File: config.mk
export PLATFORM = sky130hd
export DESIGN_NAME = ps2_key_decoder
export DESIGN_NICKNAME = d
export VERILOG_FILES = /design/src/rtl/ps2_key_decoder_pkg.sv /design/src/rtl/ps2_key_map.sv /design/src/rtl/ps2_key_decoder.sv
export SDC_FILE = /design/constraint.sdc
export NUM_CORES = 1
export LEC_CHECK = 0
export ABC_CLOCK_PERIOD_IN_PS = 6760
export CAP_MARGIN = 20
export CELL_PAD_IN_SITES_DETAIL_PLACEMENT = 0
export CELL_PAD_IN_SITES_GLOBAL_PLACEMENT = 1
export CORE_ASPECT_RATIO = 0.75
export CORE_MARGIN = 2
export CORE_UTILIZATION = 45
export CTS_BUF_LIST = sky130_fd_sc_hd__clkbuf_4
export CTS_CLUSTER_SIZE = 16
export DETAILED_ROUTE_END_ITERATION = 10
export GPL_ROUTABILITY_DRIVEN = 0
export PLACE_DENSITY_LB_ADDON = 0.1
export SYNTH_ARGS = -nofsm -noshare
export SYNTH_HDL_FRONTEND = slang
export SYNTH_SLANG_ARGS = --single-unit
File: constraint.sdc
create_clock -name clk -period 6.76 [get_ports clk]
set_input_delay 1.352 -clock clk [delete_from_list [all_inputs] [get_ports clk]]
set_output_delay 1.352 -clock clk [all_outputs]
set_load 0.05 [all_outputs]
File: src/rtl/ps2_key_decoder_pkg.sv
// rtl/ps2_key_decoder_pkg.sv - shared encodings and scancode constants for the PS/2 key decoder
package ps2_key_decoder_pkg;

  typedef enum logic [2:0] {
    ST_IDLE  = 3'd0,
    ST_E0    = 3'd1,
    ST_F0    = 3'd2,
    ST_E0F0  = 3'd3,
    ST_PAUSE = 3'd4
  } state_e;

  localparam logic [7:0] PFX_E0     = 8'hE0;
  localparam logic [7:0] PFX_F0     = 8'hF0;
  localparam logic [7:0] PFX_E1     = 8'hE1;
  localparam logic [7:0] RSP_ACK    = 8'hFA;
  localparam logic [7:0] RSP_BAT    = 8'hAA;
  localparam logic [7:0] RSP_ECHO   = 8'hEE;
  localparam logic [7:0] RSP_RESEND = 8'hFE;
  localparam logic [7:0] RSP_ERR0   = 8'h00;
  localparam logic [7:0] RSP_ERR1   = 8'hFF;

  // Pause is E1 plus seven trailing bytes; the event fires on the seventh.
  localparam logic [2:0] PAUSE_SKIP_LAST = 3'd6;

  localparam logic [2:0] KS_W     = 3'd0;
  localparam logic [2:0] KS_A     = 3'd1;
  localparam logic [2:0] KS_S     = 3'd2;
  localparam logic [2:0] KS_D     = 3'd3;
  localparam logic [2:0] KS_SPACE = 3'd4;
  localparam logic [2:0] KS_UP    = 3'd5;
  localparam logic [2:0] KS_LEFT  = 3'd6;
  localparam logic [2:0] KS_RIGHT = 3'd7;

  localparam logic [7:0] SC_W     = 8'h1D;
  localparam logic [7:0] SC_A     = 8'h1C;
  localparam logic [7:0] SC_S     = 8'h1B;
  localparam logic [7:0] SC_D     = 8'h23;
  localparam logic [7:0] SC_SPACE = 8'h29;
  localparam logic [7:0] SC_UP    = 8'h75;
  localparam logic [7:0] SC_LEFT  = 8'h6B;
  localparam logic [7:0] SC_RIGHT = 8'h74;

endpackage

File: src/rtl/ps2_key_map.sv
// rtl/ps2_key_map.sv - maps scancode plus extended flag to a held-key bitmap index
module ps2_key_map
  import ps2_key_decoder_pkg::*;
(
  input  logic [7:0] code,
  input  logic       extended,
  output logic       hit,
  output logic [2:0] idx
);

  // Arrow keys share codes with the keypad, so the extended flag is part of the match.
  always_comb begin
    hit = 1'b1;
    idx = KS_W;
    if (!extended) begin
      case (code)
        SC_W:     idx = KS_W;
        SC_A:     idx = KS_A;
        SC_S:     idx = KS_S;
        SC_D:     idx = KS_D;
        SC_SPACE: idx = KS_SPACE;
        default:  hit = 1'b0;
      endcase
    end else begin
      case (code)
        SC_UP:    idx = KS_UP;
        SC_LEFT:  idx = KS_LEFT;
        SC_RIGHT: idx = KS_RIGHT;
        default:  hit = 1'b0;
      endcase
    end
  end

endmodule

File: src/rtl/ps2_key_decoder.sv
// rtl/ps2_key_decoder.sv - PS/2 set-2 byte stream to key events and held-key bitmap
module ps2_key_decoder
  import ps2_key_decoder_pkg::*;
#(
  parameter int TIMEOUT_CYCLES = 200000
) (
  input  logic       clk,
  input  logic       rstn,
  input  logic [7:0] rx_data,
  input  logic       rx_valid,
  input  logic       rx_error,
  output logic       key_valid,
  output logic [7:0] key_code,
  output logic       key_extended,
  output logic       key_break,
  output logic       key_repeat,
  output logic [7:0] key_state,
  output logic       kbd_ack,
  output logic       kbd_bat_ok,
  output logic       rx_err_pulse
);

  localparam int CNT_RAW = $clog2(TIMEOUT_CYCLES + 1);
  localparam int CNT_W   = (CNT_RAW > 16) ? CNT_RAW : 16;
  localparam logic [CNT_W-1:0] TIMEOUT_VAL = CNT_W'(TIMEOUT_CYCLES);

  state_e           state_q, state_d;
  logic [2:0]       skip_q, skip_d;
  logic [CNT_W-1:0] idle_cnt_q, idle_cnt_d;
  logic             rx_valid_q, rx_valid_d;
  logic [7:0]       key_state_q, key_state_d;
  logic             key_valid_q, key_valid_d;
  logic [7:0]       key_code_q, key_code_d;
  logic             key_extended_q, key_extended_d;
  logic             key_break_q, key_break_d;
  logic             key_repeat_q, key_repeat_d;
  logic             kbd_ack_q, kbd_ack_d;
  logic             kbd_bat_ok_q, kbd_bat_ok_d;
  logic             rx_err_pulse_q, rx_err_pulse_d;

  logic       accept;
  logic       ev_fire;
  logic [7:0] ev_code;
  logic       ev_ext;
  logic       ev_brk;
  logic       clr_keys;
  logic       map_hit;
  logic [2:0] map_idx;

  assign accept     = rx_valid & ~rx_valid_q;
  assign rx_valid_d = rx_valid;

  ps2_key_map u_key_map (
    .code     (ev_code),
    .extended (ev_ext),
    .hit      (map_hit),
    .idx      (map_idx)
  );

  // Sequence tracking: decides which accepted byte completes an event.
  always_comb begin
    state_d        = state_q;
    skip_d         = skip_q;
    idle_cnt_d     = (idle_cnt_q == TIMEOUT_VAL) ? idle_cnt_q : idle_cnt_q + 1'b1;
    ev_fire        = 1'b0;
    ev_code        = rx_data;
    ev_ext         = 1'b0;
    ev_brk         = 1'b0;
    clr_keys       = 1'b0;
    kbd_ack_d      = 1'b0;
    kbd_bat_ok_d   = 1'b0;
    rx_err_pulse_d = 1'b0;
    if (accept) begin
      idle_cnt_d = '0;
      if (rx_error) begin
        rx_err_pulse_d = 1'b1;
        state_d        = ST_IDLE;
      end else begin
        case (state_q)
          ST_IDLE: begin
            case (rx_data)
              PFX_E0: state_d = ST_E0;
              PFX_F0: state_d = ST_F0;
              PFX_E1: begin
                state_d = ST_PAUSE;
                skip_d  = '0;
              end
              RSP_ACK: kbd_ack_d = 1'b1;
              RSP_BAT: begin
                kbd_bat_ok_d = 1'b1;
                clr_keys     = 1'b1;
              end
              RSP_ECHO, RSP_RESEND, RSP_ERR0, RSP_ERR1: begin
              end
              default: ev_fire = 1'b1;
            endcase
          end
          ST_E0: begin
            if (rx_data == PFX_F0) begin
              state_d = ST_E0F0;
            end else if (rx_data == PFX_E0) begin
              state_d = ST_IDLE;
            end else begin
              ev_fire = 1'b1;
              ev_ext  = 1'b1;
              state_d = ST_IDLE;
            end
          end
          ST_F0: begin
            ev_fire = 1'b1;
            ev_brk  = 1'b1;
            state_d = ST_IDLE;
          end
          ST_E0F0: begin
            ev_fire = 1'b1;
            ev_ext  = 1'b1;
            ev_brk  = 1'b1;
            state_d = ST_IDLE;
          end
          ST_PAUSE: begin
            if (skip_q == PAUSE_SKIP_LAST) begin
              ev_fire = 1'b1;
              ev_code = PFX_E1;
              state_d = ST_IDLE;
            end else begin
              skip_d = skip_q + 1'b1;
            end
          end
          default: state_d = ST_IDLE;
        endcase
      end
    end else if ((idle_cnt_q == TIMEOUT_VAL) && (state_q != ST_IDLE)) begin
      state_d = ST_IDLE;
    end
  end

  // Event fields hold between events; the bitmap follows mapped makes and breaks.
  always_comb begin
    key_valid_d    = 1'b0;
    key_code_d     = key_code_q;
    key_extended_d = key_extended_q;
    key_break_d    = key_break_q;
    key_repeat_d   = key_repeat_q;
    key_state_d    = clr_keys ? 8'h00 : key_state_q;
    if (ev_fire) begin
      key_valid_d    = 1'b1;
      key_code_d     = ev_code;
      key_extended_d = ev_ext;
      key_break_d    = ev_brk;
      key_repeat_d   = 1'b0;
      if (map_hit) begin
        if (ev_brk) begin
          key_state_d[map_idx] = 1'b0;
        end else begin
          key_repeat_d         = key_state_q[map_idx];
          key_state_d[map_idx] = 1'b1;
        end
      end
    end
  end

  always_ff @(posedge clk) begin
    if (!rstn) begin
      state_q        <= ST_IDLE;
      skip_q         <= '0;
      idle_cnt_q     <= '0;
      rx_valid_q     <= 1'b0;
      key_state_q    <= '0;
      key_valid_q    <= 1'b0;
      key_code_q     <= '0;
      key_extended_q <= 1'b0;
      key_break_q    <= 1'b0;
      key_repeat_q   <= 1'b0;
      kbd_ack_q      <= 1'b0;
      kbd_bat_ok_q   <= 1'b0;
      rx_err_pulse_q <= 1'b0;
    end else begin
      state_q        <= state_d;
      skip_q         <= skip_d;
      idle_cnt_q     <= idle_cnt_d;
      rx_valid_q     <= rx_valid_d;
      key_state_q    <= key_state_d;
      key_valid_q    <= key_valid_d;
      key_code_q     <= key_code_d;
      key_extended_q <= key_extended_d;
      key_break_q    <= key_break_d;
      key_repeat_q   <= key_repeat_d;
      kbd_ack_q      <= kbd_ack_d;
      kbd_bat_ok_q   <= kbd_bat_ok_d;
      rx_err_pulse_q <= rx_err_pulse_d;
    end
  end

  assign key_valid    = key_valid_q;
  assign key_code     = key_code_q;
  assign key_extended = key_extended_q;
  assign key_break    = key_break_q;
  assign key_repeat   = key_repeat_q;
  assign key_state    = key_state_q;
  assign kbd_ack      = kbd_ack_q;
  assign kbd_bat_ok   = kbd_bat_ok_q;
  assign rx_err_pulse = rx_err_pulse_q;

endmodule

After elaboration in Yosys (flattened, before gate mapping)
Cells that the tools add are included.
{ "word_totals": {"register_bits": 48, "input_bits": 12, "output_inout_bits": 23} }
{ "op_classes": {"n_lt_le_gt_ge": 2, "n_reduce_logical": 16, "bitwise": 9, "muxes": 50, "eq_ne": 26, "addsub": 2} }
{ "op_table": {"columns": ["cell", "n"], "rows": [
  ["8-bit equality test, second input constant", 8],
  ["8-bit 2-to-1 mux", 8],
  ["3-bit one-hot mux with 3 select lines", 3],
  ["1-bit 2-to-1 mux", 25],
  ["8-bit by 5-bit equality test with 1-bit output, second input constant", 3],
  ["8-bit by 7-bit equality test with 1-bit output, second input constant", 3],
  ["3-bit 2-to-1 mux", 7],
  ["18-bit by 1-bit adder with 18-bit output, second input constant", 1],
  ["18-bit equality test, second input constant", 1],
  ["8-bit by 6-bit equality test with 1-bit output, second input constant", 2],
  ["3-bit one-hot mux with 4 select lines", 1],
  ["9-bit OR reduction", 1],
  ["8-bit bitwise AND", 1],
  ["8-bit zero test", 1],
  ["8-bit NOT", 1],
  ["8-bit OR", 1],
  ["3-bit by 2-bit equality test with 1-bit output, second input constant", 2],
  ["3-bit equality test, second input constant", 2],
  ["6-bit by 5-bit inequality test with 1-bit output, second input constant", 1],
  ["3-bit one-hot mux with 2 select lines", 1],
  ["1-bit NOT", 5],
  ["5-bit AND reduction", 1],
  ["5-bit OR reduction", 1],
  ["3-bit by 4-bit less-than comparator with 1-bit output, second input constant", 1],
  ["21 further kinds", 24]
]} }

Logic depth before layout (Yosys ltp)
Gate-level depths: netlist of run 1.
{ "depth": {"word_depth": 17, "ltp_mapped": 10, "depth_no_buf": 9} }

Cells and area by module
A second synthesis of run 1 with hierarchy kept.
{ "unflattened": {"cells_unflattened": 332, "hier_area_um2": 2733.9} }
{ "by_module_without_submodules": {"columns": ["mod", "seq_area_each_um2", "area_per_inst_um2", "cells_per_inst", "n_inst"], "rows": [
  ["ps2_key_decoder", 960.9, 2538.7, 300, 1],
  ["ps2_key_map", 0.0, 195.2, 32, 1]
]} }

Worst setup path before layout of run 1
No wires, ideal clock.
{ "synth_timing": {"path_type": "input port to flip-flop", "from": "input rx_data[1]", "to": "register key_repeat_q (netlist: key_repeat)", "n_path_buf": 1, "setup_ns": 0.116, "stages": 8, "arrival_time_ns": 3.193, "required_ns": 6.644, "path_slack_ns": 3.451, "cell_sequence": "buf_4 -> or4_4 -> o311ai_4 -> nand3b_4 -> o21bai_4 -> mux2i_1 -> a22oi_1 -> a31o_2"} }
{ "synth_via": {"elab_chain_cells": 11, "elab_cells_between_ends": 43, "classes_between": "16 x eq/ne; 23 x mux; 4 x reduce/logical"} }
{ "synth_rtl": {"columns": ["element", "line", "text"], "rows": [
  ["from (decl)", "ps2_key_decoder.sv:9", "input logic [7:0] rx_data,"],
  ["8-bit 2-to-1 mux / 8-bit equality test (equally long branches)", "ps2_key_decoder.sv:121, ps2_key_decoder.sv:81, ps2_key_decoder.sv:101", null],
  ["8-bit 2-to-1 mux / 1-bit 2-to-1 mux (equally long branches)", "ps2_key_decoder.sv:79, ps2_key_decoder.sv:101", null],
  ["8-bit 2-to-1 mux / 1-bit 2-to-1 mux (equally long branches)", "ps2_key_decoder.sv:75, ps2_key_decoder.sv:99", null],
  ["8-bit 2-to-1 mux / 1-bit one-hot mux with 2 select lines (equally long branches)", "ps2_key_decoder.sv:73, ps2_key_decoder.sv:79", null],
  ["8-bit by 6-bit equality test with 1-bit output (tied with other cells)", "ps2_key_map.sv:16", "case (code)"],
  ["3-bit one-hot mux with 4 select lines (tied with other cells)", "ps2_key_map.sv:16", null],
  ["3-bit 2-to-1 mux", "ps2_key_map.sv:15", "if (!extended) begin"],
  ["1-bit binary-select mux with 3-bit select", "ps2_key_decoder.sv:155", "key_repeat_d = key_state_q[map_idx];"],
  ["1-bit 2-to-1 mux (implied by the code)", "ps2_key_decoder.sv:155", null],
  ["1-bit 2-to-1 mux", "ps2_key_decoder.sv:152", "if (ev_brk) begin"],
  ["1-bit 2-to-1 mux", "ps2_key_decoder.sv:151", "if (map_hit) begin"],
  ["to (signal assigned)", "ps2_key_decoder.sv:187", "key_repeat_q <= key_repeat_d;"],
  ["to (decl)", "ps2_key_decoder.sv:36", "logic key_repeat_q, key_repeat_d;"]
]} }
Parallel ways exist; a longest one is shown, timed or not. The select of a mux whose other input is x is not followed.
A chain may end at the register's enable or synchronous reset.

Worst setup path after layout of run 1
Same ends and word-level chain as after synthesis.

==> results.json, run 1 <==
{
  "syn_to_final_growth_pct": 18.0,
  "clk_latency_ns": 0.38,
  "worst_setup_path_end_kind": "flop",
  "drt-total-wl_um": 6010,
  "post-route-drc-count": 0,
  "critPathTopFamily": "compound AO/OA/AOI/OAI gates",
  "syn_inst": 304,
  "crit_buf_inv": 1,
  "place_ws_ns": 2.24,
  "setup_viol": 0,
  "cts_buffers": 5,
  "use_met2_pct": 27.2,
  "synth.ff_latch_count": 48,
  "p_per_area_nw_per_um2": 177,
  "dr.pass1.iters": 4,
  "hold_viol_final": 0,
  "use_met3_pct": 4.57,
  "core-area_um2": 5380,
  "via_count": 2221,
  "grt_usage_pct": 20.2,
  "cts-root-buf": "clkbuf_4",
  "dpl.hpwl_um": 4450,
  "die_w_um": 90.6,
  "htree_levels": 2,
  "drive_gt1_share_pct": 7.78,
  "worstSetupStartpointType": "input pin",
  "syn_avg_cell_area_um2": 8.33,
  "initial_core_util_pct": 47.1,
  "diodes": 0,
  "async_reset_ff_share_pct": 0,
  "post-route-util_pct": 55.5,
  "max_freq_ghz": 0.261,
  "yosys_warnings": 0,
  "wl_per_cell_um": 14.7,
  "antenna_left": 0,
  "placed_cell_area_um2": 2890,
  "power_uw": 529,
  "cts-resized-gates": 0,
  "rr_startpoint": "state_q[2]$_SDFFE_PN0P_",
  "grt-busiest-layer": "met1",
  "grt_pass1_wl_um": 9880,
  "avgViaCountPerCell": 5.43,
  "period_share_pct": 56.6,
  "post_cts_buffers": 0,
  "synth.distinct_cells": 57,
  "dieHeight_um": 69.0,
  "slew_headroom_pct": 32.1,
  "worst_hold_slack_ns": 0.470,
  "worst-path-max-fanout": 10,
  "synth_nets": 320,
  "synth-edff-count": 0,
  "die-area_um2": 6250,
  "crit_start": "rx_data[1]",
  "clkTransAtPathRegs_ns": 0.15,
  "fin_crit_ns": 3.83,
  "arrival_ns": 4.11,
  "antenna_found_initial": 0,
  "cts_tree": "built",
  "synth.cell_area_um2": 2530,
  "grt_pass1_vias": 1963,
  "setup_slack_ns": 2.93,
  "cellLeakagePower_nw": 0.975,
  "nets": 349,
  "min_path_type": "flop to flop",
  "fin_skew_ns": 0.0123,
  "clockBufferDepth": 2,
  "rsz0062_at_grt": "false",
  "synthFlopType": "dfxtp_1",
  "final_cell_area_um2": 2990,
  "rows": 23,
  "grt_max_degree": 26,
  "grt_use_met1_pct": 31.2,
  "ios": 35,
  "slew_viol_final": 0,
  "fin_cells": 409,
  "tightestPinTransition_ns": 1.01,
  "run_status": "completed",
  "first_iter_violations": 165,
  "maxCapViolations": 0,
  "port_buffers": 34,
  "overflow": 0,
  "hold_start": "key_extended$_SDFFE_PN0N_",
  "cts_sinks": 48,
  "slowest_delay_ns": 0.59,
  "criticalPathCategory": "input pin to flop",
  "required_ns": 7.04,
  "postCtsHoldBufs": 0,
  "fin_setup_tns_ns": 0,
  "ir_drop_uv": 106,
  "seq_area_frac_synth_pct": 37.9,
  "placed_cells": 400,
  "crit_path_cell_trace": "clkdlybuf4s50_1, or4_4, o311ai_4, nand3b_4, o21ai_0, a22oi_1, a31o_2",
  "slowest_stage": "or4_4"
}
## registers in the layout, summed over array words and instances (netlist names)
| signal | flops |
|---|---|
| idle_cnt_q | 18 |
| key_code | 8 |
| key_state | 8 |
| skip_q | 3 |
| state_q | 3 |
| kbd_ack | 1 |
| kbd_bat_ok | 1 |
| key_break | 1 |
| key_extended | 1 |
| key_repeat | 1 |
| key_valid | 1 |
| rx_err_pulse | 1 |
| rx_valid_q | 1 |
## layout by cell type (no fill, tap or decap), types with 2 or more instances in the layout
master	n
nor2_1	52
dfxtp_1	48
clkdlybuf4s50_1	34
nand2_1	30
a21oi_1	19
xor2_1	10
inv_1	9
nand3_1	9
nor3_1	9
a22oi_1	8
o21ai_0	7
a211oi_1	7
or3_1	6
nand2b_1	6
mux2i_1	6
xnor2_1	6
clkbuf_4	5
a31oi_1	4
nor4_1	4
nand4_1	4
ha_1	4
nor3b_1	3
nand3b_1	3
and2_1	3
nor4b_1	2
or2_2	2
or4_2	2
and3_1	2
nand4b_1	2
clkinv_4	2
## final timing paths
path | slack, ns | endpoint | depth (start not counted)
worst max register to register | 4.08 | key_state[2]$_SDFF_PN0_ | 7
worst min register to register | 0.47 | key_extended$_SDFFE_PN0N_ | 2
worst max-delay path | 2.93 | key_repeat$_SDFFE_PN0N_ | 7
worst min-delay path | 0.47 | key_extended$_SDFFE_PN0N_ | 2
## cell type report
type	instances	area [µm²]
clock buffer	5	37.5
clock inverter	3	47.5
fill	547	2390
inverter	9	33.8
multi-input combinational	234	1460
sequential	48	961
tap	75	93.8
timing repair buffer	35	355
## worst register-to-register path: cells and delay by family, from the launching register on
family / cells / cell delay [ns]
AOI/OAI and AO/OA: 3 / 0.50
DFF: 1 / 0.46
and+or+nand+nor: 4 / 1.64
## cells in the mapped netlist (4+ instances only)
library cell | n | area [µm²]
a21oi_1 | 19 | 95.1
a31oi_1 | 4 | 25.0
mux2i_1 | 6 | 60.1
a211oi_1 | 7 | 52.6
ha_1 | 4 | 50.1
nand2b_1 | 6 | 37.5
nand2_1 | 30 | 113
inv_1 | 9 | 33.8
clkbuf_1 | 5 | 18.8
nor3_1 | 9 | 45.0
xnor2_1 | 6 | 52.6
or3_1 | 6 | 37.5
a22oi_1 | 8 | 60.1
nand4_1 | 4 | 25.0
nor2_1 | 52 | 195
xor2_1 | 10 | 87.6
o21ai_0 | 7 | 35.0
nand3_1 | 9 | 45.0
dfxtp_1 | 48 | 961
nor4_1 | 4 | 25.0
## power by group
part | internal [mW] | total [mW] | switching, mW
logic | 0.0223 | 0.0612 | 0.0389
registers | 0.287 | 0.290 | 0.00290
clock network | 0.0792 | 0.178 | 0.0985
total | 0.389 | 0.529 | 0.140
## cells by family after synthesis
| kind of cell | after synthesis | share of synthesized area, % |
|---|---|---|
| multiplexers | 6 | 2.37 |
| XOR/XNOR | 16 | 5.53 |
| AND/OR/NAND/NOR | 151 | 31.1 |
| flip-flops | 48 | 37.9 |
| adder cells (fa/ha/maj) | 4 | 1.98 |
| buffers and inverters | 22 | 4.44 |
| AO/OA/AOI/OAI | 57 | 16.6 |
## per-layer routing
metal | wire [µm] | vias up
met5 | 0 | -
met4 | 76 | 0
met3 | 298 | 10
met2 | 2150 | 59
met1 | 3480 | 1018
li1 | - | 1134
Note: power is estimated with default switching activity, not from simulation.
==> run 2, diff against run 1 <==
--- a/config.mk
+++ b/config.mk
@@ -5,13 +5,13 @@
 export SDC_FILE = /design/constraint.sdc
 export NUM_CORES = 1
 export LEC_CHECK = 0
-export ABC_CLOCK_PERIOD_IN_PS = 6760
+export ABC_CLOCK_PERIOD_IN_PS = 3600
 export CAP_MARGIN = 20
 export CELL_PAD_IN_SITES_DETAIL_PLACEMENT = 0
 export CELL_PAD_IN_SITES_GLOBAL_PLACEMENT = 1
 export CORE_ASPECT_RATIO = 0.75
 export CORE_MARGIN = 2
-export CORE_UTILIZATION = 45
+export CORE_UTILIZATION = 42
 export CTS_BUF_LIST = sky130_fd_sc_hd__clkbuf_4
 export CTS_CLUSTER_SIZE = 16
 export DETAILED_ROUTE_END_ITERATION = 10
==> constraint.sdc (replaced) <==
create_clock -name clk -period 3.6 [get_ports clk]
set_input_delay 0.72 -clock clk [delete_from_list [all_inputs] [get_ports clk]]
set_output_delay 0.72 -clock clk [all_outputs]
set_load 0.05 [all_outputs]
==> run 2 against run 1 <==
  * Critical path type unchanged
  * Register-to-register slack worse by 2.9 ns
  * Setup slack worse by 2.4 ns
  * Clock-buffer cell count grew 1
  * Cell area grew 0.46%
  * First-iteration DRC count down 26%
  * Critical path depth increased by 1
  * Non-clock buffer count up 7
==> results.json, run 2 (same netlist as run 1, synthesis figures left out) <==
{
  "run_status": "completed",
  "fin_skew_ns": 0.00681,
  "fin_cells": 418,
  "via_count": 2216,
  "wl_per_cell_um": 14.3,
  "clockBufferDepth": 2,
  "ir_drop_uv": 149,
  "period_share_pct": 84.1,
  "max_freq_ghz": 0.330,
  "diodes": 0,
  "top_register": "idle_cnt_q",
  "slew_headroom_pct": 49.0,
  "dieHeight_um": 71.3,
  "fill_cells": 577,
  "die-area_um2": 6680,
  "final_cell_area_um2": 3000,
  "arrival_ns": 3.28,
  "die_w_um": 93.7,
  "drt-total-wl_um": 5960,
  "slew_viol_final": 0,
  "worstSetupStartpointType": "input pin",
  "postCtsHoldBufs": 0,
  "cts-root-buf": "clkbuf_4",
  "initial_core_util_pct": 43.5,
  "dr.pass1.iters": 4,
  "required_ns": 3.86,
  "antenna_left": 0,
  "min_path_type": "flop to flop",
  "rows": 24,
  "clk_latency_ns": 0.35,
  "grt_pass1_vias": 2017,
  "nets": 356,
  "place_ws_ns": 0.230,
  "htree_levels": 2,
  "cts_tree": "built",
  "cts_buffers": 5,
  "post-route-drc-count": 0,
  "core-area_um2": 5830,
  "setup_slack_ns": 0.574,
  "layout_common_cells": "nor2_1 (52), dfxtp_1 (48), clkdlybuf4s50_1 (34)",
  "hold_viol_final": 0,
  "p_per_area_nw_per_um2": 303,
  "post-route-util_pct": 51.5,
  "placed_cells": 411,
  "maxCapViolations": 0,
  "hold-path-cell-count": 2,
  "criticalPathCategory": "input pin to flop",
  "grt_max_degree": 25,
  "worst-path-max-fanout": 8,
  "fin_setup_tns_ns": 0,
  "setup_viol": 0,
  "placed_cell_area_um2": 2950,
  "cts_sinks": 48,
  "cellLeakagePower_nw": 0.993,
  "clkTransAtPathRegs_ns": 0.13,
  "grt_usage_pct": 18.6,
  "overflow": 0,
  "fin_crit_ns": 3.03,
  "worstRegToRegCells": 7,
  "cts-resized-gates": 0,
  "grt_pass1_wl_um": 9960,
  "antenna_found_initial": 0,
  "tightestPinTransition_ns": 0.764,
  "syn_to_final_growth_pct": 18.5,
  "dpl.hpwl_um": 4530,
  "drive_gt1_share_pct": 9.41,
  "worst_setup_path_end_kind": "flop",
  "largest_reg_flops": 18,
  "port_buffers": 34,
  "final_common_cell": "nor2_1",
  "avgViaCountPerCell": 5.30,
  "post_cts_buffers": 0,
  "rsz0062_at_grt": "false",
  "ios": 35,
  "first_iter_violations": 122
}
run 2: cell count changes in the layout (fill, tap and decap cells not counted):
cell	previous run	this run
bufinv_16	1	0
clkinv_2	0	1
clkinv_4	2	0
buf_8	1	0
clkbuf_4	5	6
buf_4	0	8
run 2: critical path, stage by stage:
cell	delay, ns
clkdlybuf4s50_1	0.53
or4_4	0.62
o311ai_4	0.39
nor4_1	0.13
o21bai_4	0.24
nor2_1	0.29
a22oi_1	0.12
a211oi_1	0.25
run 2: routing by layer:
metal / track usage, % / vias to the layer above / wire [µm]
met1: 28.5 / 1016 / 3230
met3: 4.31 / 2 / 291
met2: 27.1 / 47 / 2420
met4: 3.38 / 0 / 25
li1: - / 1151 / -
met5: 0 / - / 0
run 2: final timing paths:
path | start | end | slack (ns)
min | key_code[2]$_SDFFE_PN0N_ | key_code[2]$_SDFFE_PN0N_ | 0.48
min reg2reg | key_code[2]$_SDFFE_PN0N_ | key_code[2]$_SDFFE_PN0N_ | 0.48
max reg2reg | state_q[2]$_SDFFE_PN0P_ | key_state[6]$_SDFF_PN0_ | 1.16
max | rx_data[3] | key_state[6]$_SDFF_PN0_ | 0.57
run 2: final cells by class:
cell class / count / area [µm²] / area share [%]
well taps: 78 / 97.6 / 3.25
clock inverters: 1 / 5.00 / 0.167
flip-flops and latches: 48 / 961 / 32.0
clock buffers: 6 / 45.0 / 1.50
repair buffers: 42 / 400 / 13.3
inverters: 9 / 33.8 / 1.13
multi-input cells: 234 / 1460 / 48.6
run 2: power by group:
group / internal [mW] / total, mW / switching (mW)
logic: 0.0439 / 0.118 / 0.0742
clock network: 0.0800 / 0.247 / 0.167
registers: 0.539 / 0.545 / 0.00547
run 2: per-stage QoR:
stage / power, mW / hold WS [ns]
floorplan: 0.633 / 0.452
global placement: 0.674 / 0.447
detailed placement: 0.674 / 0.465
CTS: 0.921 / 0.484
global route: 0.946 / 0.511
finish: 0.910 / 0.481
==> run 3, diff against run 2 <==
--- a/config.mk
+++ b/config.mk
@@ -5,13 +5,13 @@
 export SDC_FILE = /design/constraint.sdc
 export NUM_CORES = 1
 export LEC_CHECK = 0
-export ABC_CLOCK_PERIOD_IN_PS = 3600
+export ABC_CLOCK_PERIOD_IN_PS = 2400
 export CAP_MARGIN = 20
 export CELL_PAD_IN_SITES_DETAIL_PLACEMENT = 0
 export CELL_PAD_IN_SITES_GLOBAL_PLACEMENT = 1
 export CORE_ASPECT_RATIO = 0.75
 export CORE_MARGIN = 2
-export CORE_UTILIZATION = 42
+export CORE_UTILIZATION = 38
 export CTS_BUF_LIST = sky130_fd_sc_hd__clkbuf_4
 export CTS_CLUSTER_SIZE = 16
 export DETAILED_ROUTE_END_ITERATION = 10
==> constraint.sdc (replaced) <==
create_clock -name clk -period 2.4 [get_ports clk]
set_input_delay 0.48 -clock clk [delete_from_list [all_inputs] [get_ports clk]]
set_output_delay 0.48 -clock clk [all_outputs]
set_load 0.05 [all_outputs]
==> run 3 against run 2 <==
  * Die area increased by 10%
  * Global-route usage rose by 0.15 points
  * Wire length increased by 15%
  * Cell count rose by 12%
  * Via count is 8.8% higher
  * Clock skew increased by 0.0067 ns
  * Total power increased by 57%
  * Setup slack lost 0.49 ns
  * Critical path depth is 2 higher
  * Worst hold slack worse by 0.011 ns
  * Sequential share of layout area decreased by 4.1 points
  * Largest power group unchanged
==> results.json, run 3 (same netlist as run 1, synthesis figures left out) <==
{
  "run_status": "completed",
  "die_w_um": 98.3,
  "overflow": 0,
  "clkTransAtPathRegs_ns": 0.15,
  "fill_cells": 631,
  "postCtsHoldBufs": 0,
  "port_buffers": 34,
  "slowest_stage": "clkdlybuf4s50_1",
  "grt_usage_pct": 18.8,
  "nets": 402,
  "dr.pass1.iters": 4,
  "final_common_cell": "buf_4",
  "criticalPathCategory": "input pin to flop",
  "required_ns": 2.72,
  "p_per_area_nw_per_um2": 415,
  "fin_crit_ns": 2.31,
  "avgViaCountPerCell": 5.15,
  "maxCapViolations": 0,
  "cts-root-buf": "clkbuf_4",
  "final_cell_area_um2": 3450,
  "multi_input_area_um2": 1540,
  "grt_use_met1_pct": 32.3,
  "via_count": 2411,
  "use_met3_pct": 3.81,
  "cellLeakagePower_nw": 1.25,
  "period_share_pct": 96.5,
  "worst_setup_path_end_kind": "flop",
  "htree_levels": 2,
  "clockBufferDepth": 2,
  "wl_per_cell_um": 14.7,
  "cts_tree": "built",
  "placed_cells": 452,
  "critPathTopFamily": "buffers and inverters",
  "grt_pass1_wl_um": 10900,
  "grt_max_degree": 20,
  "cpMostUsedCell": "buf_4",
  "tightestPinTransition_ns": 0.586,
  "use_met2_pct": 22.8,
  "syn_to_final_growth_pct": 36.1,
  "first_iter_violations": 106,
  "max_freq_ghz": 0.432,
  "final-seq-area_um2": 963,
  "initial_core_util_pct": 39.7,
  "grt-busiest-layer": "met1",
  "largest_reg_flops": 18,
  "cts_buffers": 5,
  "antenna_found_initial": 0,
  "post-route-drc-count": 0,
  "setup_viol": 0,
  "diodes": 0,
  "antenna_left": 0,
  "grt_pass1_vias": 2092,
  "rows": 25,
  "worst-path-max-fanout": 5,
  "slew_headroom_pct": 60.4,
  "worstSetupStartpointType": "input pin",
  "die-area_um2": 7340,
  "ios": 35,
  "top_register": "idle_cnt_q",
  "slew_viol_final": 0,
  "drt-total-wl_um": 6860,
  "ir_drop_uv": 187,
  "drive_gt1_share_pct": 24.5,
  "hold_viol_final": 0,
  "slowest_delay_ns": 0.49,
  "dpl.hpwl_um": 5100,
  "clk_latency_ns": 0.37,
  "cts_sinks": 48,
  "arrival_ns": 2.64,
  "placed_cell_area_um2": 3250,
  "core-area_um2": 6380,
  "power_mw": 1.43,
  "fin_skew_ns": 0.0135,
  "dieHeight_um": 74.7,
  "crit_buf_inv": 4,
  "fin_cells": 468,
  "min_path_type": "flop to flop",
  "layout_common_cells": "buf_4 (51), nor2_1 (50), dfxtp_1 (46)",
  "crit_path_cell_trace": "clkdlybuf4s50_1, or3b_1, nor3_2, buf_4, nand3b_4, buf_4, o21ai_1, buf_4, a22oi_1, a31o_2"
}
[run 3: changes by cell type in the layout (fill, tap and decap cells not counted), sizes merged]
cell	delta
clkinvlp	+2
dlygate4sd2	+1
clkbuf	+2
clkdlybuf4s50	-6
dlymetal6s2s	+2
buf	+46
[run 3: path summary, 6_finish.rpt]
path                                   from                         to  slack, ns  depth (start not counted)
setup / recovery                   rx_valid    key_repeat$_SDFFE_PN0N_       0.09                         10
hold / removal    key_extended$_SDFFE_PN0N_  key_extended$_SDFFE_PN0N_       0.47                          2
setup reg to reg    state_q[1]$_SDFFE_PN0P_    key_state[6]$_SDFF_PN0_       0.18                          9
hold reg to reg   key_extended$_SDFFE_PN0N_  key_extended$_SDFFE_PN0N_       0.47                          2
[run 3: layout make-up]
class	count	area share (%)
Clock inverter	3	0.544
Multi-Input combinational cell	234	44.6
Timing Repair Buffer	88	21.9
Clock buffer	5	1.09
Tap cell	81	2.94
Sequential cell	48	27.9
Inverter	9	0.980
[run 3: repair_timing]
item / CTS / global route
resized for setup: 13 / 21
buffers inserted: 6 / 2
pin swaps: 4 / 9
endpoints found under the setup margin: 19 / 15
[run 3: report_power, final]
group,internal [mW],total [mW],switching (mW)
combinational,0.0966,0.224,0.127
clock,0.111,0.389,0.278
sequential,0.809,0.817,0.00792
total,1.02,1.43,0.413
[run 3: through the flow]
stage | setup slack [ns] | setup TNS (ns) | hold WS (ns) | utilization, %
after floorplan | 0.0109 | 0 | 0.452 | -
after global placement | -0.671 | -11.54 | 0.441 | 51.0
after detailed placement | -0.704 | -12.43 | 0.451 | 51.0
after CTS | 0.0172 | 0 | 0.470 | 53.0
after global routing | -0.00524 | -0.00524 | 0.514 | 54.0
final | 0.0850 | 0 | 0.470 | 54.0
[run 3: worst min-delay path, delay by kind of cell, from the launching register on]
| family | cells | cell delay [ns] |
|---|---|---|
| AO/OA/AOI/OAI | 1 | 0.05 |
| AND/OR/NAND/NOR | 1 | 0.05 |
| flip-flops | 1 | 0.34 |
[run 3: metal layers]
metal  wire [µm]  vias to the layer above
li1            -                     1247
met1        3980                     1103
met2        2470                       55
met3         357                        6
met4          58                        0
met5           0                        -
==> RTL edit 1, RTL diff (flow settings as in run 2) <==
Reset style: asynchronous (`rstn`), changed in one clocked block.
--- a/src/rtl/ps2_key_decoder.sv
+++ b/src/rtl/ps2_key_decoder.sv
@@ -160,5 +160,5 @@
   end
 
-  always_ff @(posedge clk) begin
+  always_ff @(posedge clk or negedge rstn) begin
     if (!rstn) begin
       state_q        <= ST_IDLE;
Function: differs if rstn is asserted again (counterexample within 4 cycles, from zero or initial values and one cycle with rstn low); with rstn held inactive, the same outputs for 4 cycles.
==> RTL edit 1 against run 2 <==
Count of clock-buffer cells in the layout shrank 1; worst setup slack gained 0.082 ns; non-clock buffer count grew 2; via count grew 5.5%; cell area grew 13%; sequential cell count is the same; maximum frequency grew 2.8%; die area grew 12%; wire length grew 9.9%; cell count is the same; synthesized area grew 13%; highest routed layer unchanged.
Power is not compared: it rests on default switching activity, and its combinational part moved more than twofold at a synthesized area within 25%.
==> RTL edit 1: results (changes against run 2) <==
reg2reg setup slack=1.07 ns (-0.09 ns); Syn Nets=312 (-2.5%); initial antenna violation count=0 (unchanged); Post-Synth Adder-Cell Area=1.75% (-0.22 points); Ys Warns=0 (unchanged); Slew HR=43.7% (-5.3 points); gr usage total=18.4% (-0.22 points); clk_lat worst skew=approximately 0.36 ns; DR iter-0 viols=121 (-0.82%); crit path DAT=3.24 ns (-0.04 ns); max layer used=met4; CTS Root Cell=clkbuf_4; first-pass GRT wire length=10800 um (+8.7%); mux contribution to synthesized area=4.25% (+1.9 points); I/O Buffers=34 (unchanged); n_diodes=0 (unchanged); ys async rst share=100% (+100 points); vias in the first global route=2053 (+1.8%); Initial DRT Pass Iterations=4 (unchanged); RR Startpoint=skip_q[0]; synth cell count leaders=dfrtp_1, nand2_1, nor2_1; Max Fanout on Critical Path=12 (+4); CP endpoint=key_state[6]; clock skew=0.00512 ns (-0.00169 ns); leak pwr=0.00147 uW; sequential area share after synthesis=42.0% (+4.1 points); clk slew on worst S/H paths=0.14 ns; Biggest register=idle_cnt_q; # resized after CTS=0 (unchanged); Met1 Wirelength=3720 um (+15%); Hold Crit Class=in -> async; layout cells sized above 1=12.3% (+2.9 points); status=finished clean; Unique masters post-synth=65 (+14%); Final nets=349 (-2.0%); CP max stage cell=clkdlybuf4s50_1; post-DP HPWL=4910 um (+8.5%); VDD IR max=around 0.00016 V; Reg area=1200 um2 (+25%); largest net degree at the start of global routing=38 (+52%); DR vias/cell=5.59 (+5.5%); largest cells by area after synthesis=dfrtp_1, xor2_1, nand2_1; dpl cell area=3310 um2 (+12%); final worst setup slack=0.656 ns (+0.0822 ns); htree depth=2 (unchanged); worst setup path startpoint=rx_data[2]; met3 WL=400 um (+37%); Post-CTS Setup Inserts=0 (unchanged); Fillers=629 (+9.0%); TritonCTS Buffers=5 (unchanged); Worst R2R End=key_repeat; r2r worst-path depth=8 (+1); dpl ws=0.299 ns (+0.0691 ns); XOR/XNOR share of the synthesized area=5.82% (+0.29 points); Compound-Gate Fraction of Synth Area=13.5% (-3.2 points); CP max stage delay=0.62 ns (about the same); routed wl met2=2360 um (-2.4%); post-DR wirelength/cell=15.7 um (+9.9%)
-- RTL edit 1: cell count changes after synthesis, sizes merged, moves of 8 or more --
cell	change
dfrtp	+48
a22oi	-8
a21oi	-16
dfxtp	-48
nor2	-21
-- RTL edit 1: layer usage --
layer	GRT usage (%)	vias up
met1	31.6	1112
met2	22.1	71
met4	4.57	0
li1	-	1147
met3	3.85	8
met5	0	-
-- RTL edit 1: worst min path at each step --
stage                 from              to  slack, ns  cells after the start
6_report              rstn  idle_cnt_q[13]       0.43                      1
2_1_floorplan         rstn   idle_cnt_q[0]       0.42                      0
3_3_place_gp   key_code[2]     key_code[2]       0.46                      2
4_1_cts               rstn  idle_cnt_q[12]       0.45                      1
3_5_place_dp   key_code[4]     key_code[4]       0.47                      2
5_1_grt               rstn  idle_cnt_q[14]       0.47                      1
-- RTL edit 1: stage by stage --
stage | cells | power (uW)
2_1_floorplan | 296 | 848
3_3_place_gp | 410 | 960
3_5_place_dp | 410 | 964
4_1_cts | 418 | 1290
5_1_grt | 418 | 1350
6_report | 418 | 1280
-- RTL edit 1: layout make-up --
type	instances	area share (%)
Multi-Input combinational cell	221	45.6
Sequential cell	48	35.4
Timing Repair Buffer	44	12.1
Tap cell	84	3.10
Inverter	13	1.44
Clock inverter	3	1.25
Clock buffer	5	1.11
-- RTL edit 1: where the power goes --
| group | internal (uW) | switching (uW) |
|---|---|---|
| clock | 145 | 178 |
| sequential | 587 | 44.3 |
| combinational | 118 | 203 |
| total | 850 | 426 |
-- RTL edit 1: critical path: cells and delay by family --
kind / cells / cell delay (ns)
AO/OA/AOI/OAI: 1 / 0.56
AND/OR/NAND/NOR: 4 / 1.16
multiplexers: 1 / 0.18
buffers and inverters: 1 / 0.62
==> RTL edit 2, RTL diff (config.mk and constraints of run 2) <==
Without the edit above. Set the parameter `TIMEOUT_CYCLES` to 800000 (it was 200000).
--- a/src/rtl/ps2_key_decoder.sv
+++ b/src/rtl/ps2_key_decoder.sv
@@ -3,5 +3,5 @@
   import ps2_key_decoder_pkg::*;
 #(
-  parameter int TIMEOUT_CYCLES = 200000
+  parameter int TIMEOUT_CYCLES = 800000
 ) (
   input  logic       clk,
Function: same outputs for any inputs over 4 cycles, from zero or initial values and one cycle with rstn low; that may be too few to reach the edited logic, so the function may still have changed.
==> RTL edit 2 against run 2 <==
Utilization decreased by 0.21 points; combinational power grew 10%; sequential cell count rose by 2; clock power rose by 9.3%; power rose by 6.3%; critical path depth increased by 1; worst setup slack got worse by 0.035 ns; clock skew rose by 0.010 ns; cell area rose by 6.4%; synthesized area increased by 5.5%; wire length rose by 13%; largest cell class unchanged.
==> RTL edit 2: results (changes against run 2) <==
status=finished clean; CTS Root Cell=clkbuf_4; Top delay family on crit path=simple AND/OR/NAND/NOR gates; synth cell count leaders=nor2_1, dfxtp_1, nand2_1; Syn Nets=342 (+6.9%); Peak Freq=327 MHz (-1.1%); Net Switching=277 uW (+13%); layout cells sized above 1=10.4% (+1.0 points); worst setup path startpoint=rx_valid; sequential area share after synthesis=37.4% (-0.49 points); clk_lat worst skew=0.37 ns (+0.02 ns); XOR/XNOR share of the synthesized area=5.24% (-0.29 points); Unique masters post-synth=58 (+1.8%); DR iter-0 viols=162 (+33%); Max Fanout on Critical Path=5 (-3); Post-Synth Adder-Cell Area=1.87% (-0.10 points); largest cells by area after synthesis=dfxtp_1, nor2_1, nand2_1; max reg flops=20 (+2); largest net degree at the start of global routing=21 (-16%); r2r worst-path depth=8 (+1); clk slew on worst S/H paths=0.16 ns (+0.03 ns); Slew @ Worst Pin=0.827 ns (+0.0626 ns); dpl cell area=3130 um2 (+6.1%); VDD IR max=0.000190 V (+28%); Compound-Gate Fraction of Synth Area=16.1% (-0.59 points); RR Startpoint=rx_valid_q; htree depth=2 (unchanged); CP max stage delay=0.51 ns (-0.11 ns); vias in the first global route=2187 (+8.4%); Final nets=379 (+6.5%); mux contribution to synthesized area=1.17% (-1.2 points); Hold WS=0.490 ns (+0.00898 ns); dpl ws=0.177 ns (-0.0528 ns); CP max stage cell=clkdlybuf4s50_1; post-DP HPWL=4930 um (+9.0%); gr usage total=20.2% (+1.6 points); CP endpoint=key_repeat; leak pwr=0.00111 uW (+12%); post-DR wirelength/cell=15.1 um (+5.7%); DR vias/cell=5.46 (+3.0%); clock skew=0.0169 ns (+0.0101 ns)
[RTL edit 2: cell types whose count changed after synthesis, moves of 3 or more]
cell | before | now
o211ai_1 | 0 | 8
nand3b_1 | 3 | 0
nand3_1 | 9 | 13
nor3b_1 | 3 | 6
and3_1 | 2 | 6
a211oi_1 | 7 | 0
a22oi_1 | 8 | 0
mux2i_1 | 6 | 2
nand2b_1 | 6 | 3
buf_2 | 3 | 6
a31oi_1 | 4 | 1
o31ai_1 | 0 | 9
clkbuf_1 | 5 | 8
nor3_1 | 9 | 12
[RTL edit 2: cell type report]
| class | instances | area (um2) |
|---|---|---|
| inverters | 9 | 33.8 |
| clock inverters | 3 | 23.8 |
| flip-flops and latches | 50 | 1000 |
| fillers | 608 | 3030 |
| multi-input cells | 250 | 1560 |
| repair buffers | 47 | 438 |
| well taps | 81 | 101 |
| clock buffers | 5 | 37.5 |
[RTL edit 2: worst min path at each step]
stage,cells past startpoint,start,end
floorplan,2,idle_cnt_q[8],idle_cnt_q[8]
global placement,2,key_break,key_break
detailed placement,2,key_break,key_break
CTS,2,key_break,key_break
global route,2,key_break,key_break
finish,2,key_break,key_break
[RTL edit 2: worst min-delay path, delay by kind of cell (launching register included)]
family	cells	cell delay [ns]
simple gates	1	0.06
flops	1	0.35
compound gates	1	0.05
[RTL edit 2: cell families (layout without fill, tap and decap cells)]
group,count (synthesis),count (layout)
AO/OA/AOI/OAI,63,63
XOR/XNOR,16,16
adder cells (fa/ha/maj),4,4
buffers and inverters,26,64
flip-flops,50,50
multiplexers,3,3
AND/OR/NAND/NOR,164,164
[RTL edit 2: through the flow]
step / total power (uW) / cells
2_1_floorplan: 660 / 326
3_3_place_gp: 707 / 437
3_5_place_dp: 707 / 437
4_1_cts: 980 / 445
5_1_grt: 1020 / 445
6_report: 967 / 445
[RTL edit 2: per-layer routing]
layer | vias up | track usage, % | wire length (um) | part of all wire [%]
li1 | 1238 | - | - | -
met1 | 1124 | 32.2 | 3620 | 54
met2 | 62 | 26.7 | 2650 | 39
met3 | 7 | 5.06 | 381 | 5.7
met4 | 0 | 4.60 | 57 | 0.85
met5 | - | 0 | 0 | 0
[RTL edit 2: power groups by stage]
stage | logic (uW) | clock network [uW] | registers (uW)
6_report | 130 | 270 | 567
5_1_grt | 141 | 310 | 569
4_1_cts | 129 | 284 | 567
3_5_place_dp | 128 | 0 | 579
3_3_place_gp | 128 | 0 | 579
2_1_floorplan | 63.3 | 0 | 596
